<file path="src/rtl/tpu_apb_pkg.sv">
// Shared definitions for the TPU APB host sequencer.
// Holds default bus widths, TPU register map, status/control bit positions,
// sequencer state encoding and step indices.
package tpu_apb_pkg;

   localparam int unsigned DEF_ADDRWIDTH = 16;
   localparam int unsigned DEF_DATAWIDTH = 32;

   // TPU register map
   localparam logic [31:0] REG_ENABLES_ADDR  = 32'h0000_0000;
   localparam logic [31:0] REG_MEAN_ADDR     = 32'h0000_0004;
   localparam logic [31:0] REG_INV_VAR_ADDR  = 32'h0000_0008;
   localparam logic [31:0] REG_STDN_TPU_ADDR = 32'h0000_000C;

   // Control/status bit positions in REG_STDN_TPU
   localparam int unsigned START_BIT = 0;
   localparam int unsigned DONE_BIT  = 31;

   typedef logic [2:0] step_t;

   localparam step_t STEP_ENABLES = 3'd0;
   localparam step_t STEP_MEAN    = 3'd1;
   localparam step_t STEP_INV_VAR = 3'd2;
   localparam step_t STEP_START   = 3'd3;
   localparam step_t STEP_POLL    = 3'd4;

   typedef enum logic [2:0] {
      ST_IDLE      = 3'd0,
      ST_SETUP     = 3'd1,
      ST_ACCESS    = 3'd2,
      ST_GAP       = 3'd3,
      ST_POLL_WAIT = 3'd4,
      ST_FINISH    = 3'd5
   } seq_state_e;

endpackage

</file>
<file path="src/rtl/apb_xfer.sv">
// Single APB transfer engine (SETUP then ACCESS until PREADY).
// Ports: req_c/req_* start a transfer while the bus is idle; ack_c flags the
//        completing cycle; rdata holds the last read data; APB master outputs
//        are all registered and return to zero after completion.
module apb_xfer #(
   parameter int unsigned AW = 16,
   parameter int unsigned DW = 32
) (
   input  logic          clk,
   input  logic          resetn,
   input  logic          req_c,
   input  logic [AW-1:0] req_addr,
   input  logic          req_write,
   input  logic [DW-1:0] req_wdata,
   output logic          ack_c,
   output logic [DW-1:0] rdata,
   output logic [AW-1:0] paddr,
   output logic          pwrite,
   output logic          psel,
   output logic          penable,
   output logic [DW-1:0] pwdata,
   input  logic [DW-1:0] prdata,
   input  logic          pready
);

   logic          psel_q, psel_d;
   logic          penable_q, penable_d;
   logic          pwrite_q, pwrite_d;
   logic [AW-1:0] paddr_q, paddr_d;
   logic [DW-1:0] pwdata_q, pwdata_d;
   logic [DW-1:0] rdata_q, rdata_d;

   // Transfer phase sequencing; PREADY only matters during ACCESS
   always_comb begin
      psel_d    = psel_q;
      penable_d = penable_q;
      pwrite_d  = pwrite_q;
      paddr_d   = paddr_q;
      pwdata_d  = pwdata_q;
      rdata_d   = rdata_q;
      ack_c     = psel_q & penable_q & pready;
      if (req_c && !psel_q) begin
         psel_d    = 1'b1;
         penable_d = 1'b0;
         pwrite_d  = req_write;
         paddr_d   = req_addr;
         pwdata_d  = req_write ? req_wdata : '0;
      end else if (psel_q && !penable_q) begin
         penable_d = 1'b1;
      end else if (ack_c) begin
         if (!pwrite_q) rdata_d = prdata;
         psel_d    = 1'b0;
         penable_d = 1'b0;
         pwrite_d  = 1'b0;
         paddr_d   = '0;
         pwdata_d  = '0;
      end
   end

   always_ff @(posedge clk or negedge resetn) begin
      if (!resetn) begin
         psel_q    <= 1'b0;
         penable_q <= 1'b0;
         pwrite_q  <= 1'b0;
         paddr_q   <= '0;
         pwdata_q  <= '0;
         rdata_q   <= '0;
      end else begin
         psel_q    <= psel_d;
         penable_q <= penable_d;
         pwrite_q  <= pwrite_d;
         paddr_q   <= paddr_d;
         pwdata_q  <= pwdata_d;
         rdata_q   <= rdata_d;
      end
   end

   assign psel    = psel_q;
   assign penable = penable_q;
   assign pwrite  = pwrite_q;
   assign paddr   = paddr_q;
   assign pwdata  = pwdata_q;
   assign rdata   = rdata_q;

endmodule

</file>
<file path="src/rtl/apb_host_seq.sv">
// APB host sequencer for one TPU run: programs enables, mean, inverse
// variance, sets the start bit, then polls the status register until the
// done bit is seen or MAX_POLLS reads have been issued.
// Ports: cmd_valid/cmd_ready accept a run with cfg_* captured; APB master
//        P* signals; busy/done/timeout report run status; poll_count counts
//        status reads of the current or last run.
module apb_host_seq
   import tpu_apb_pkg::*;
#(
   parameter int unsigned REG_ADDRWIDTH = DEF_ADDRWIDTH,
   parameter int unsigned REG_DATAWIDTH = DEF_DATAWIDTH,
   parameter int unsigned POLL_GAP      = 4,
   parameter int unsigned MAX_POLLS     = 1024
) (
   input  logic                     clk,
   input  logic                     resetn,
   input  logic                     cmd_valid,
   output logic                     cmd_ready,
   input  logic [3:0]               cfg_enables,
   input  logic [7:0]               cfg_mean,
   input  logic [7:0]               cfg_inv_var,
   output logic [REG_ADDRWIDTH-1:0] PADDR,
   output logic                     PWRITE,
   output logic                     PSEL,
   output logic                     PENABLE,
   output logic [REG_DATAWIDTH-1:0] PWDATA,
   input  logic [REG_DATAWIDTH-1:0] PRDATA,
   input  logic                     PREADY,
   output logic                     busy,
   output logic                     done,
   output logic                     timeout,
   output logic [15:0]              poll_count
);

   localparam int unsigned AW = REG_ADDRWIDTH;
   localparam int unsigned DW = REG_DATAWIDTH;

   seq_state_e    state_q, state_d;
   step_t         step_q, step_d;
   logic [3:0]    en_q, en_d;
   logic [7:0]    mean_q, mean_d;
   logic [7:0]    inv_q, inv_d;
   logic [15:0]   poll_q, poll_d;
   logic [15:0]   wait_q, wait_d;
   logic          busy_q, busy_d;
   logic          done_q, done_d;
   logic          timeout_q, timeout_d;
   logic          cmd_ready_q, cmd_ready_d;

   logic          req_c;
   logic [AW-1:0] req_addr_c;
   logic          req_write_c;
   logic [DW-1:0] req_wdata_c;
   logic          ack_c;
   logic [DW-1:0] rdata;
   logic          unused_rdata;

   assign unused_rdata = ^rdata;

   // Sequencer next-state, run bookkeeping and status pulses
   always_comb begin
      state_d   = state_q;
      step_d    = step_q;
      en_d      = en_q;
      mean_d    = mean_q;
      inv_d     = inv_q;
      poll_d    = poll_q;
      wait_d    = wait_q;
      done_d    = 1'b0;
      timeout_d = 1'b0;
      req_c     = 1'b0;
      unique case (state_q)
         ST_IDLE: begin
            if (cmd_valid && cmd_ready_q) begin
               en_d    = cfg_enables;
               mean_d  = cfg_mean;
               inv_d   = cfg_inv_var;
               step_d  = STEP_ENABLES;
               poll_d  = 16'd0;
               state_d = ST_SETUP;
               req_c   = 1'b1;
            end
         end
         ST_SETUP: state_d = ST_ACCESS;
         ST_ACCESS: begin
            if (ack_c) begin
               state_d = ST_GAP;
               if (step_q == STEP_POLL && poll_q != 16'hFFFF)
                  poll_d = poll_q + 16'd1;
            end
         end
         ST_GAP: begin
            if (step_q != STEP_POLL) begin
               step_d  = step_q + 3'd1;
               state_d = ST_SETUP;
               req_c   = 1'b1;
            end else if (rdata[DONE_BIT]) begin
               state_d = ST_FINISH;
               done_d  = 1'b1;
            end else if (32'(poll_q) >= MAX_POLLS) begin
               state_d   = ST_FINISH;
               timeout_d = 1'b1;
            end else if (POLL_GAP == 0) begin
               state_d = ST_SETUP;
               req_c   = 1'b1;
            end else begin
               state_d = ST_POLL_WAIT;
               wait_d  = 16'd0;
            end
         end
         ST_POLL_WAIT: begin
            if (wait_q == 16'(POLL_GAP - 1)) begin
               state_d = ST_SETUP;
               req_c   = 1'b1;
            end else begin
               wait_d = wait_q + 16'd1;
            end
         end
         ST_FINISH: state_d = ST_IDLE;
         default:   state_d = ST_IDLE;
      endcase
      busy_d      = (state_d != ST_IDLE) && (state_d != ST_FINISH);
      cmd_ready_d = (state_d == ST_IDLE);
   end

   // Step index selects address, direction and write data
   always_comb begin
      req_addr_c  = '0;
      req_write_c = 1'b0;
      req_wdata_c = '0;
      unique case (step_d)
         STEP_ENABLES: begin
            req_addr_c  = AW'(REG_ENABLES_ADDR);
            req_write_c = 1'b1;
            req_wdata_c = DW'(en_d);
         end
         STEP_MEAN: begin
            req_addr_c  = AW'(REG_MEAN_ADDR);
            req_write_c = 1'b1;
            req_wdata_c = DW'(mean_d);
         end
         STEP_INV_VAR: begin
            req_addr_c  = AW'(REG_INV_VAR_ADDR);
            req_write_c = 1'b1;
            req_wdata_c = DW'(inv_d);
         end
         STEP_START: begin
            req_addr_c  = AW'(REG_STDN_TPU_ADDR);
            req_write_c = 1'b1;
            req_wdata_c = DW'(1) << START_BIT;
         end
         default: begin
            req_addr_c  = AW'(REG_STDN_TPU_ADDR);
         end
      endcase
   end

   always_ff @(posedge clk or negedge resetn) begin
      if (!resetn) begin
         state_q     <= ST_IDLE;
         step_q      <= STEP_ENABLES;
         en_q        <= 4'd0;
         mean_q      <= 8'd0;
         inv_q       <= 8'd0;
         poll_q      <= 16'd0;
         wait_q      <= 16'd0;
         busy_q      <= 1'b0;
         done_q      <= 1'b0;
         timeout_q   <= 1'b0;
         cmd_ready_q <= 1'b0;
      end else begin
         state_q     <= state_d;
         step_q      <= step_d;
         en_q        <= en_d;
         mean_q      <= mean_d;
         inv_q       <= inv_d;
         poll_q      <= poll_d;
         wait_q      <= wait_d;
         busy_q      <= busy_d;
         done_q      <= done_d;
         timeout_q   <= timeout_d;
         cmd_ready_q <= cmd_ready_d;
      end
   end

   apb_xfer #(
      .AW (AW),
      .DW (DW)
   ) u_xfer (
      .clk       (clk),
      .resetn    (resetn),
      .req_c     (req_c),
      .req_addr  (req_addr_c),
      .req_write (req_write_c),
      .req_wdata (req_wdata_c),
      .ack_c     (ack_c),
      .rdata     (rdata),
      .paddr     (PADDR),
      .pwrite    (PWRITE),
      .psel      (PSEL),
      .penable   (PENABLE),
      .pwdata    (PWDATA),
      .prdata    (PRDATA),
      .pready    (PREADY)
   );

   assign cmd_ready  = cmd_ready_q;
   assign busy       = busy_q;
   assign done       = done_q;
   assign timeout    = timeout_q;
   assign poll_count = poll_q;

endmodule
</file>
<file path="config.mk">
export PLATFORM = sky130hd
export DESIGN_NAME = apb_host_seq
export DESIGN_NICKNAME = d
export VERILOG_FILES = /design/src/rtl/tpu_apb_pkg.sv /design/src/rtl/apb_xfer.sv /design/src/rtl/apb_host_seq.sv
export SDC_FILE = /design/constraint.sdc
export NUM_CORES = 1
export LEC_CHECK = 0
export ABC_AREA = 1
export CORE_ASPECT_RATIO = 0.8
export CORE_UTILIZATION = 54
export CTS_CLUSTER_DIAMETER = 60
export DETAILED_ROUTE_END_ITERATION = 8
export HOLD_SLACK_MARGIN = 0.05
export PLACE_DENSITY_LB_ADDON = 0.3
export SYNTH_ARGS = -nofsm -noshare
export SYNTH_HDL_FRONTEND = slang
export SYNTH_HIERARCHICAL = 1
export SYNTH_SLANG_ARGS = --single-unit
</file>
<file path="constraint.sdc">
create_clock -name clk -period 2.62 [get_ports clk]
set_clock_uncertainty 0.15 [all_clocks]
set_input_delay 0.786 -clock clk [delete_from_list [all_inputs] [get_ports clk]]
set_output_delay 0.786 -clock clk [all_outputs]
set_load 0.01 [all_outputs]
</file>
Word-level counts from Yosys, hierarchy flattened --
Index checks and enable logic that the tools add are counted.
Operators by class: $add $sub $neg 3, multiply operators 0, div/mod/pow operators 0, magnitude comparators 1, eq/ne operators 20, shift operators 0, multiplexer cells 52, bitwise operators 5, reduce and logical (&&, ||, !) cells 20
Operators by type and width (number):
- 16-bit two-way mux | 10
- 32-bit two-way mux | 3
- 16-bit one-hot mux with 2 select lines | 2
- 8-bit two-way mux | 5
- 16-bit by 1-bit adder with 16-bit output (second input constant) | 2
- 8-bit one-hot mux with 4 select lines | 1
- 1-bit two-way mux | 19
- 3-bit two-way mux | 6
- 16-bit by 2-bit == test with 1-bit output (second input constant) | 1
- 16-bit by 11-bit >= comparator with 1-bit output (second input constant) | 1
- 16-bit inequality test (second input constant) | 1
- 3-bit one-hot mux with 5 select lines | 1
- 2-bit inequality test (second input constant) | 7
- 3-bit by 2-bit == test with 1-bit output (second input constant) | 4
- 4-bit one-hot mux with 3 select lines | 1
- 3-bit zero test | 3
- 4-bit two-way mux | 2
- 4-bit AND reduction | 2
- 3-bit by 1-bit == test with 1-bit output (second input constant) | 2
- 3-bit == test (second input constant) | 2
- 3-bit inequality test (second input constant) | 2
- 3-bit one-hot mux with 2 select lines | 1
- 2-bit nonzero test | 3
- 3-bit nonzero test | 2
- 10 further kinds | 18
Word-level totals: flip-flop bits (word level) 145, latch bits 0, bits in writable memories 0, ROM bits 0, input port bits 56, output and inout port bits 71, word-level logic and storage cells 118, memories 0

Depth between registers and ports, before layout --
Gate-level depths: netlist of run 1.
depth after elaboration 8, mapped depth 14, mapped depth without buffers 14

By module --
Netlist of run 1, hierarchy kept.
By module, submodules not included:
- apb_host_seq | instances 1, cells an instance 484, area an instance 3525.9 um^2, seq. area each 1551.5 um^2
- apb_xfer | instances 1, cells an instance 365, area an instance 3304.4 um^2, seq. area each 2077.0 um^2

Worst setup path after synthesis of run 1 --
Ideal clock, no wire load.
kind in2reg, start point input cmd_valid, end point register u_xfer.pwrite_q (netlist: u_xfer/pwrite), library setup time 0.065 ns, arrival time 2.129 ns, data required time 2.405 ns, slack 0.277 ns, stages 11, path buffers 4, cells stage by stage nand2_1 > nor2_1 > nand2_2 > buf_2 > buf_2 > nand3_1 > nand2_4 > buf_4 > buf_6 > nand3_1 > nand2_1
On the way: elaborated cells on any way between the ends 16, those cells by class eq/ne (4); mux (6); reduce/logical (6)
RTL lines:
- from (decl) | line apb_host_seq.sv:17 | input logic cmd_valid,
- 1-bit logical AND (*) | line apb_host_seq.sv:74 | if (cmd_valid && cmd_ready_q) begin
- 1-bit two-way mux (*) | line apb_host_seq.sv:74
- 1-bit one-hot mux with 3 select lines (*) | line apb_host_seq.sv:72 | unique case (state_q)
- via req_c | line apb_host_seq.sv:50 | logic req_c;
- 1-bit logical AND (*) | line apb_xfer.sv:42 | if (req_c && !psel_q) begin
- 2-bit by 1-bit inequality test with 1-bit output (no source line) / 2-bit nonzero test (equally long branches)
- 2-bit AND reduction (no source line)
- to (signal assigned) | line apb_xfer.sv:71 | pwrite_q <= pwrite_d;
- to (decl) | line apb_xfer.sv:28 | logic pwrite_q, pwrite_d;
The timed path passes the listed nets; every way through them passes the cells marked *. A chain may end at the register's enable or synchronous reset.

Final worst setup path of run 1 --
start point register u_xfer.psel_q (netlist: u_xfer/psel), end point output PSEL
RTL lines:
- from (decl) | line apb_xfer.sv:26 | logic psel_q, psel_d;
- from (signal assigned) | line apb_xfer.sv:69 | psel_q <= psel_d;
- to (decl) | line apb_host_seq.sv:24 | output logic PSEL,
No word-level cell between the ends.

==> results.json, run 1 <==
{
  "outcome": "finished, final reports clean",
  "worstSetupPathType": "register to output pin",
  "coreArea_um2": 9890,
  "critPathTopFamily": "buffers and inverters",
  "grt_max_degree": 48,
  "cts_root_buf": "clkbuf_16",
  "hpwl_mm": 9.76,
  "cts_tree": "done",
  "p_leak_nw": 3.80,
  "io_pins": 127,
  "post-place-ws_ps": -116,
  "cts.sinks": 114,
  "fmax_ghz": 0.415,
  "die-area_um2": 10800,
  "rsz0062_at_grt": "no",
  "required_ps": 1680,
  "critPathSlowestCell": "clkdlybuf4s50_1",
  "vdd_drop_max_mv": 0.853,
  "crit_buf_inv": 1,
  "die_y_um": 93.3,
  "gr-usage-met1_pct": 37.7,
  "num_vias": 5242,
  "ys_warn_count": 6,
  "fin_crit_ps": 2410,
  "grt-ovfl-total": 0,
  "drv_cap": 0,
  "gp_congestion": 0.871,
  "avgSynthCellArea_um2": 7.85,
  "cts.clk_slew.worst_paths_ps": 50,
  "total_power_mw": 7.58,
  "grt_pass1_vias": 5118,
  "dpl.cell_count": 980,
  "antenna_found_initial": 0,
  "synth_area_um2": 5630,
  "drtIter0Drc": 458,
  "hold_path_class": "input port to async pin",
  "crit_chain": "clkdlybuf4s50_1",
  "whs_ps": 190,
  "finalHoldViolations": 0,
  "post_cts_buffers": 0,
  "nets": 924,
  "hold_buffers": 0,
  "powerDensity_nw_per_um2": 1010,
  "ant_nets": 0,
  "drive_above_1_share_pct": 8.35,
  "setup_viol": 0,
  "wl_mm": 14.7,
  "fin_ws_ps": 208,
  "worstSkewPairLatency_ps": 420,
  "place_area_um2": 6940,
  "fp.dieW_um": 116,
  "met3_usage_pct": 9.98,
  "fill_cells": 756,
  "final_util_pct": 75.6,
  "worstMarginPinSlew_ps": 615,
  "busiest_layer": "met2",
  "tns_ps": 0,
  "cts_inserted_buffers": 17,
  "layout.cells.non_filler": 1010,
  "ctsHtreeMaxLevel": 4,
  "grt_pass1_wl_mm": 24.2,
  "final.period_utilization_pct": 92.1,
  "crit_path_start_kind": "register",
  "post-route-drc-count": 0,
  "slew_headroom_pct": 58.7,
  "wl_per_cell_um": 14.6,
  "end_kind": "output pin",
  "critPathMaxFanout": 6,
  "drt_pre_antenna_iters": 5,
  "slowest_delay_ps": 600,
  "rows": 32,
  "syn_inst": 717,
  "num_antenna_cells": 0,
  "met2_usage_pct": 46.6,
  "area_growth_pct": 32.9,
  "numPortBuffers": 95,
  "cts_resized": 0,
  "cp.arrival_ps": 1480,
  "final_area_um2": 7480,
  "viasPerCell": 5.19,
  "slew_viol_final": 0,
  "clockBufferDepth": 2,
  "initial_core_util_pct": 56.9,
  "grt_usage_pct": 29.5
}
## power by group
group	switching, mW	internal [mW]
clock network	0.768	1.36
registers	0.309	2.26
logic	1.68	1.21
total	2.75	4.83
## state kept, by name, indices dropped and copies added (netlist names), 3 cells and up
register,cells
en_q,4
inv_q,8
mean_q,8
poll_count,16
state_q,3
step_q,3
u_xfer/paddr,16
u_xfer/pwdata,32
wait_q,16
## cells in the final DEF, fill, tap and decap left out, drive strengths merged
cell,n
a21oi,9
buf,20
bufinv,1
clkbuf,25
clkdlybuf4s50,94
clkinv,4
conb,38
dfrtp,114
ha,5
inv,52
nand2,287
nand3,114
nand4,14
nor2,49
nor3,9
o21ai,21
o21bai,1
or2,3
xnor2,1
xor2,13
## per-layer routing
layer	share of wire [%]	up-vias
met2	48	194
met4	2.0	0
met3	7.7	30
met5	0	-
li1	-	2546
met1	42	2472
## area by class of cell
| cell class | count | area, µm² | share of cell area, % |
|---|---|---|---|
| Sequential cell | 114 | 2850 | 38.1 |
| Clock buffer | 25 | 485 | 6.49 |
| Timing Repair Buffer | 114 | 1140 | 15.3 |
| Clock inverter | 5 | 53.8 | 0.719 |
| Tap cell | 136 | 170 | 2.28 |
| Multi-Input combinational cell | 564 | 2580 | 34.5 |
| Inverter | 52 | 195 | 2.61 |
## worst paths after layout
| path | to | cells past startpoint | startpoint | slack (ps) |
|---|---|---|---|---|
| min | poll_count[4] | 1 | resetn | 190 |
| min reg2reg | inv_q[0] | 2 | inv_q[0] | 330 |
| max reg2reg | u_xfer/pwdata[2] | 9 | state_q[0] | 340 |
| max | PSEL | 1 | u_xfer/psel | 210 |
| max in group asynchronous | u_xfer/rdata[31] | 2 | resetn | 1500 |
| min in group clk | inv_q[0] | 2 | inv_q[0] | 330 |
(Power assumes the default switching activity.)
==> inputs of run 2 (changes only) <==
--- a/config.mk
+++ b/config.mk
@@ -6,7 +6,9 @@
 export NUM_CORES = 1
 export LEC_CHECK = 0
 export ABC_AREA = 1
+export ABC_CLOCK_PERIOD_IN_PS = 2620
 export CORE_ASPECT_RATIO = 0.8
+export CORE_MARGIN = 4
 export CORE_UTILIZATION = 54
 export CTS_CLUSTER_DIAMETER = 60
 export DETAILED_ROUTE_END_ITERATION = 8
==> results.json, run 2 (synthesized netlist as in run 1, its figures left out) <==
{
  "crit_chain": "clkdlybuf4s50_1",
  "outcome": "finished, final reports clean",
  "layout.cells.non_filler": 1017,
  "fmax_ghz": 0.414,
  "crit_buf_inv": 1,
  "wl_mm": 14.8,
  "ant_nets": 0,
  "end_kind": "output pin",
  "grt_pass1_vias": 5126,
  "clockBufferDepth": 2,
  "post_cts_buffers": 0,
  "seqPwrFrac_pct": 32.0,
  "post-route-drc-count": 0,
  "die-area_um2": 12100,
  "num_vias": 5261,
  "p_int_mw": 5.22,
  "largest_register_ffs": 32,
  "cts_inserted_buffers": 17,
  "power.switching_mw": 2.83,
  "cts_root_buf": "clkbuf_16",
  "multiInputGateArea_um2": 2580,
  "powerDensity_nw_per_um2": 1060,
  "numPortBuffers": 95,
  "wl_per_cell_um": 14.5,
  "grt-ovfl-total": 0,
  "critPathMaxFanout": 6,
  "fill_cells": 746,
  "antenna_found_initial": 0,
  "ctsHtreeMaxLevel": 4,
  "coreArea_um2": 10200,
  "vdd_drop_max_mv": 0.595,
  "drive_above_1_share_pct": 8.89,
  "hpwl_mm": 9.77,
  "crit_path_start_kind": "register",
  "p_leak_nw": 3.86,
  "tns_ps": 0,
  "slew_viol_final": 0,
  "p_clk_share_pct": 31.6,
  "slowest_delay_ps": 620,
  "initial_core_util_pct": 55.2,
  "finalHoldViolations": 0,
  "area_growth_pct": 35.4,
  "grt_max_degree": 64,
  "die_y_um": 99.3,
  "final_common_cell": "nand2_1",
  "seq_area_um2": 2850,
  "drtIter0Drc": 574,
  "worstSkewPairLatency_ps": 410,
  "cts_resized": 0,
  "fin_crit_ps": 2410,
  "cts.clk_slew.worst_paths_ps": 50,
  "rows": 33,
  "rsz0062_at_grt": "no",
  "grt_usage_pct": 25.0,
  "setup_viol": 0,
  "drt_pre_antenna_iters": 6,
  "gp_congestion": 0.919,
  "slew_headroom_pct": 63.0,
  "dpl.cell_count": 985,
  "io_pins": 127,
  "final.period_utilization_pct": 92.1,
  "final_util_pct": 74.7,
  "critPathSlowestCell": "clkdlybuf4s50_1",
  "cts_tree": "done",
  "drv_cap": 0,
  "nets": 925,
  "num_antenna_cells": 0,
  "required_ps": 1680,
  "layout_common_cells": "nand2_1, dfrtp_1, nand3_1",
  "cp.arrival_ps": 1480,
  "sw_frac_of_total_pct": 35.1,
  "pwr-share-comb_pct": 36.4,
  "worstMarginPinSlew_ps": 550,
  "critPathTopFamily": "buffers and inverters",
  "viasPerCell": 5.17,
  "hold_buffers": 0,
  "grt_pass1_wl_mm": 24.2,
  "cts.sinks": 114,
  "fp.dieW_um": 122,
  "worstSetupPathType": "register to output pin",
  "hold_path_class": "input port to async pin"
}
## run 2: cell count changes in the layout (fill, tap and decap cells not counted), sizes merged
cell	before	now
clkinvlp	0	2
clkbuf	25	22
bufinv	1	5
buf	20	21
clkinv	4	3
## run 2: final cells by class
class / instances / area share [%]
clock buffer: 22 / 6.09
inverter: 52 / 2.56
sequential: 114 / 37.4
multi-input combinational: 564 / 33.9
tap: 140 / 2.30
clock inverter: 10 / 2.36
timing repair buffer: 115 / 15.4
## run 2: through the flow
| stage | hold WS, ps | power (mW) | worst slack, ps | area [µm²] |
|---|---|---|---|---|
| final | 216 | 8.05 | 207 | 7620 |
| after CTS | 226 | 8.05 | 199 | 7620 |
| after global placement | 309 | 5.31 | 2.26 | 6980 |
| after floorplan | 295 | 4.18 | 277 | 5770 |
| after detailed placement | 313 | 5.44 | -74.7 | 6980 |
| after global routing | 242 | 8.48 | 101 | 7620 |
## run 2: final timing paths
kind                                  start              end  slack (ps)  cells past startpoint
worst max-delay path            u_xfer/psel             PSEL         210                      1
worst min-delay path                 resetn    poll_count[6]         220                      2
worst max register to register   state_q[0]  u_xfer/paddr[2]         380                     10
worst min register to register      en_q[1]          en_q[1]         330                      2
max in group asynchronous            resetn       wait_q[12]        1780                      2
min in group clk                    en_q[1]          en_q[1]         330                      2
## run 2: layer usage
metal  GRT usage (%)  share of wire [%]  up-vias
li1                -                  -     2548
met1            31.6                 42     2485
met2            41.2                 48      198
met3            7.45                8.1       30
met4            8.86                1.7        0
met5               0                  0        -
## run 2: power groups by stage
stage	logic, mW	clock network [mW]	registers, mW
after floorplan	1.50	0	2.68
after global placement	2.75	0	2.56
after detailed placement	2.85	0	2.59
after CTS	2.92	2.56	2.57
after global routing	3.21	2.64	2.63
final	2.93	2.54	2.57
==> RTL change 1, RTL diff (config.mk and constraints of run 2) <==
Set the package constant `DEF_DATAWIDTH` to 48 (it was 32).
--- a/src/rtl/tpu_apb_pkg.sv
+++ b/src/rtl/tpu_apb_pkg.sv
@@ -6,3 +6,3 @@
    localparam int unsigned DEF_ADDRWIDTH = 16;
-   localparam int unsigned DEF_DATAWIDTH = 32;
+   localparam int unsigned DEF_DATAWIDTH = 48;
 
Ports: changed (resized PRDATA and PWDATA); port bits go from 127 to 159. The function was not compared with the original's and may differ.
==> RTL change 1 against run 2 <==
  * Routed wire length is 3.6% higher
  * Design area is 11% higher
  * Die area is 11% higher
  * Sequential cell count is 16 higher
  * Total power is 6.7% higher
  * Worst setup slack better by 0.0013 ns
  * Global-route usage is 0.61 points lower
  * Maximum frequency hardly changed
  * Synthesized area is 12% higher
==> RTL change 1: results (changes against run 2) <==
| Metric | Value |
|---|---|
| Status | `finished clean` |
| Gpl congestion | `0.938 (+2.1%)` |
| First-pass GRT wire length | `27100 um (+12%)` |
| Placed wire-length estimate | `10300 um (+5.1%)` |
| Share of layout cells above drive strength 1 | `8.49% (-0.41 points)` |
| Port Buffers | `111 (+17%)` |
| Clock root cell | `clkbuf_16` |
| Clock-pin slew of the registers on the worst-case setup and hold paths | `0.06 ns` |
| Met3 Use GR | `8.21% (+0.76 points)` |
| Yosys warnings | `6 (unchanged)` |
| Syn Area/Cell | `7.93 sq um (+1.1%)` |
| Resized cells post-CTS | `0 (unchanged)` |
| Critical-path maximum fanout | `7 (+1)` |
| Layout Nets | `1042 (+13%)` |
| Max rail drop VDD | `0.000588 V (-1.1%)` |
| Clock tree buffer depth | `2 (unchanged)` |
| Placed Cells | `1090 (+11%)` |
| Initial antenna violation count | `0 (unchanged)` |
| FF-to-FF setup slack | `0.45 ns (+0.07 ns)` |
| Setup bufs post-CTS | `0 (unchanged)` |
| H-tree level count | `4 (unchanged)` |
| CP arrival | `1.48 ns (about the same)` |
| Num CTS Buffers | `17 (unchanged)` |
| Worst setup startpoint | `poll_count[13]$_DFFE_PN0P_` |
| Gr usage total | `24.4% (-0.61 points)` |
| Leak | `4.29 nW (+11%)` |
| Detailed Route WL | `15300 um (+3.6%)` |
| HP Class | `in -> async` |
| CP max-delay cell | `clkdlybuf4s50_1` |
| Max reg flops | `48 (+50%)` |
| Initial DRT Pass Iterations | `5 (-1)` |
| Relative slew slack | `65.0% (+2.0 points)` |
| R2R depth | `9 (-1)` |
| CP max stage delay | `0.59 ns (-0.03 ns)` |
| Place WS | `-0.0795 ns (-0.00486 ns)` |
| Largest net degree at the start of global routing | `77 (+20%)` |
| Inserted Diodes | `0 (unchanged)` |
| Worst-Skew Late Latency | `0.42 ns` |
| Met1 usage | `33.4% (+1.8 points)` |
| Vias in the first global route | `5673 (+11%)` |
| Met2 global-route usage | `37.7% (-3.5 points)` |
| R2r startpoint | `wait_q[1]$_DFFE_PN0P_` |
| Top delay family on crit path | `buffers and inverters` |
| DRT iter0 DRCs | `563 (-1.9%)` |
| Routed vias/inst | `5.07 (-1.9%)` |
| FF-to-FF End | `u_xfer/pwdata[5]$_DFFE_PN0P_` |
| Post-DR wirelength/cell | `13.6 um (-6.1%)` |
RTL change 1: worst max path at each step:
stage,slack (ns),end,cells after the start
6_report,0.21,poll_count[13],1
5_1_grt,0.17,poll_count[12],1
4_1_cts,0.22,poll_count[13],1
3_5_place_dp,-0.08,u_xfer/pwdata[5]$_DFFE_PN0P_,13
3_3_place_gp,-0.006,u_xfer/pwdata[7]$_DFFE_PN0P_,13
2_1_floorplan,0.27,u_xfer/pwrite$_DFFE_PN0P_,12
RTL change 1: cell type report:
type,instances,area (sq um)
multi-input combinational,628,2830
inverter,52,195
clock buffer,18,429
tap,144,180
clock inverter,14,180
sequential,130,3250
fill,818,2720
timing repair buffer,136,1360
RTL change 1: where the power goes:
group | leakage [nW] | switching [W] | internal, W
combinational | 2.29 | 0.00181 | 0.00142
clock | 0.280 | 0.000933 | 0.00151
sequential | 1.73 | 0.000343 | 0.00257
total | 4.29 | 0.00309 | 0.00550
RTL change 1: per-stage QoR:
stage               cell area (sq um)  TNS [ns]  hold WS [ns]
floorplan                        6490         0         0.295
global placement                 7820  -0.00977         0.309
detailed placement               7820    -0.308         0.312
CTS                              8430         0         0.228
global route                     8430         0         0.227
finish                           8430         0         0.209
RTL change 1: routing by layer:
| metal | share of wire (%) | vias to the layer above |
|---|---|---|
| li1 | - | 2815 |
| met1 | 43 | 2651 |
| met2 | 46 | 204 |
| met3 | 9.0 | 21 |
| met4 | 1.4 | 0 |
| met5 | 0 | - |
==> RTL change 2, RTL diff (settings of run 2) <==
Without the edit above. Remove the register `timeout_q`: a continuous assignment takes its place, so the output `timeout` follows one clock earlier.
--- a/src/rtl/apb_host_seq.sv
+++ b/src/rtl/apb_host_seq.sv
@@ -168,3 +168,2 @@
          done_q      <= 1'b0;
-         timeout_q   <= 1'b0;
          cmd_ready_q <= 1'b0;
@@ -180,3 +179,2 @@
          done_q      <= done_d;
-         timeout_q   <= timeout_d;
          cmd_ready_q <= cmd_ready_d;
@@ -184,2 +182,4 @@
    end
+
+   assign timeout_q = timeout_d;
 
Check against the original RTL: same outputs for any inputs over 10 cycles, from zero or initial values and one cycle with resetn low; that may be too few to reach the edited logic, so the function may still have changed.
==> RTL change 2 against run 2 <==
  * Global-route usage increased by 1.1 points
  * Design area decreased by 1.1%
  * Total power decreased by 2.8%
  * Worst hold slack improved by 0.074 ns
  * Worst setup slack got worse by 0.078 ns
  * Synthesized area decreased by 0.44%
  * Routed wire length increased by 1.3%
  * Final cell count about the same
  * Sequential cell count decreased by 1
  * Critical path depth increased by 6
==> RTL change 2: results (changes against run 2) <==
| Metric | Value |
|---|---|
| Status | `finished clean` |
| Detailed-route via count | `5352 (+1.7%)` |
| Met2 wire length | `7110 um (-0.29%)` |
| Tightest Pin Transition | `0.601 ns (+0.0507 ns)` |
| CP max stage delay | `0.40 ns (-0.22 ns)` |
| DRT iter0 DRCs | `644 (+12%)` |
| Gr usage total | `26.2% (+1.1 points)` |
| Max rail drop VDD | `0.000698 V (+17%)` |
| Flop+latch power | `0.00256 W (about the same)` |
| CP max-delay cell | `dfrtp_1` |
| Place WS | `-0.0706 ns (+0.00406 ns)` |
| Top delay family on crit path | `flip-flops` |
| Clock group | `0.00233 W (-8.3%)` |
| WL met3 | `1150 um (-4.1%)` |
| Leak | `3.82 nW (-0.99%)` |
| Gpl congestion | `0.945 (+2.8%)` |
| Critical-path maximum fanout | `3 (-3)` |
| Initial DRT Pass Iterations | `5 (-1)` |
| CP arrival | `1.55 ns (+0.07 ns)` |
| Post-DR wirelength/cell | `14.7 um (+1.4%)` |
| Pint | `0.00501 W (-4.0%)` |
| Placed wire-length estimate | `9830 um (+0.62%)` |
| Layout Nets | `930 (+0.54%)` |
| Met2 global-route usage | `42.4% (+1.2 points)` |
| Met1 usage | `34.8% (+3.2 points)` |
| FILL cells | `706 (-5.4%)` |
| Share of layout cells above drive strength 1 | `10.1% (+1.2 points)` |
| Wire length on met1 | `6420 um (+4.0%)` |
| First-pass GRT wire length | `25600 um (+5.6%)` |
## RTL change 2: stage by stage
step	cells	utilization (%)	power (W)	TNS, ns	area [sq um]
6_report	1016	76.2	0.00783	0	7540
5_1_grt	1016	76.2	0.00830	0	7540
4_1_cts	1016	76.2	0.00783	0	7540
3_5_place_dp	986	70.2	0.00543	-0.284	6940
3_3_place_gp	986	70.2	0.00530	-0.0166	6940
2_1_floorplan	753	-	0.00416	0	5740
## RTL change 2: area by class of cell
type / instances / area, sq um / area share [%]
Clock buffer: 20 / 457 / 6.06
Clock inverter: 10 / 136 / 1.81
Inverter: 52 / 195 / 2.59
Multi-Input combinational cell: 564 / 2590 / 34.3
Sequential cell: 113 / 2830 / 37.5
Tap cell: 136 / 170 / 2.26
Timing Repair Buffer: 121 / 1160 / 15.4
## RTL change 2: path summary, 6_finish.rpt
kind	startpoint	to	slack, ns	cells past startpoint
min in group clk	mean_q[6]$_DFF_PN0_	mean_q[6]$_DFF_PN0_	0.33	2
max in group asynchronous	resetn	u_xfer/pwdata[15]$_DFFE_PN0P_	1.56	2
min reg2reg	mean_q[6]$_DFF_PN0_	mean_q[6]$_DFF_PN0_	0.33	2
min	resetn	poll_count[6]$_DFFE_PN0P_	0.29	2
max	step_q[0]$_DFF_PN0_	timeout	0.13	7
max reg2reg	state_q[0]$_DFF_PN0_	u_xfer/pwdata[6]$_DFFE_PN0P_	0.32	9
## RTL change 2: worst register-to-register path, stage by stage (launching register included)
cell     delay (ns)
dfrtp_1        0.44
nor2_2         0.23
nand2_1        0.28
inv_1          0.14
nand3_1        0.13
nand3_1        0.20
nand2_4        0.16
nor2_4         0.28
nand2_1        0.14
nand2_1        0.09
## RTL change 2: what timing repair did
item,4_1_cts,5_1_grt
resized for setup,7,1
endpoints found under the setup margin,1,1
buffers inserted,0,0
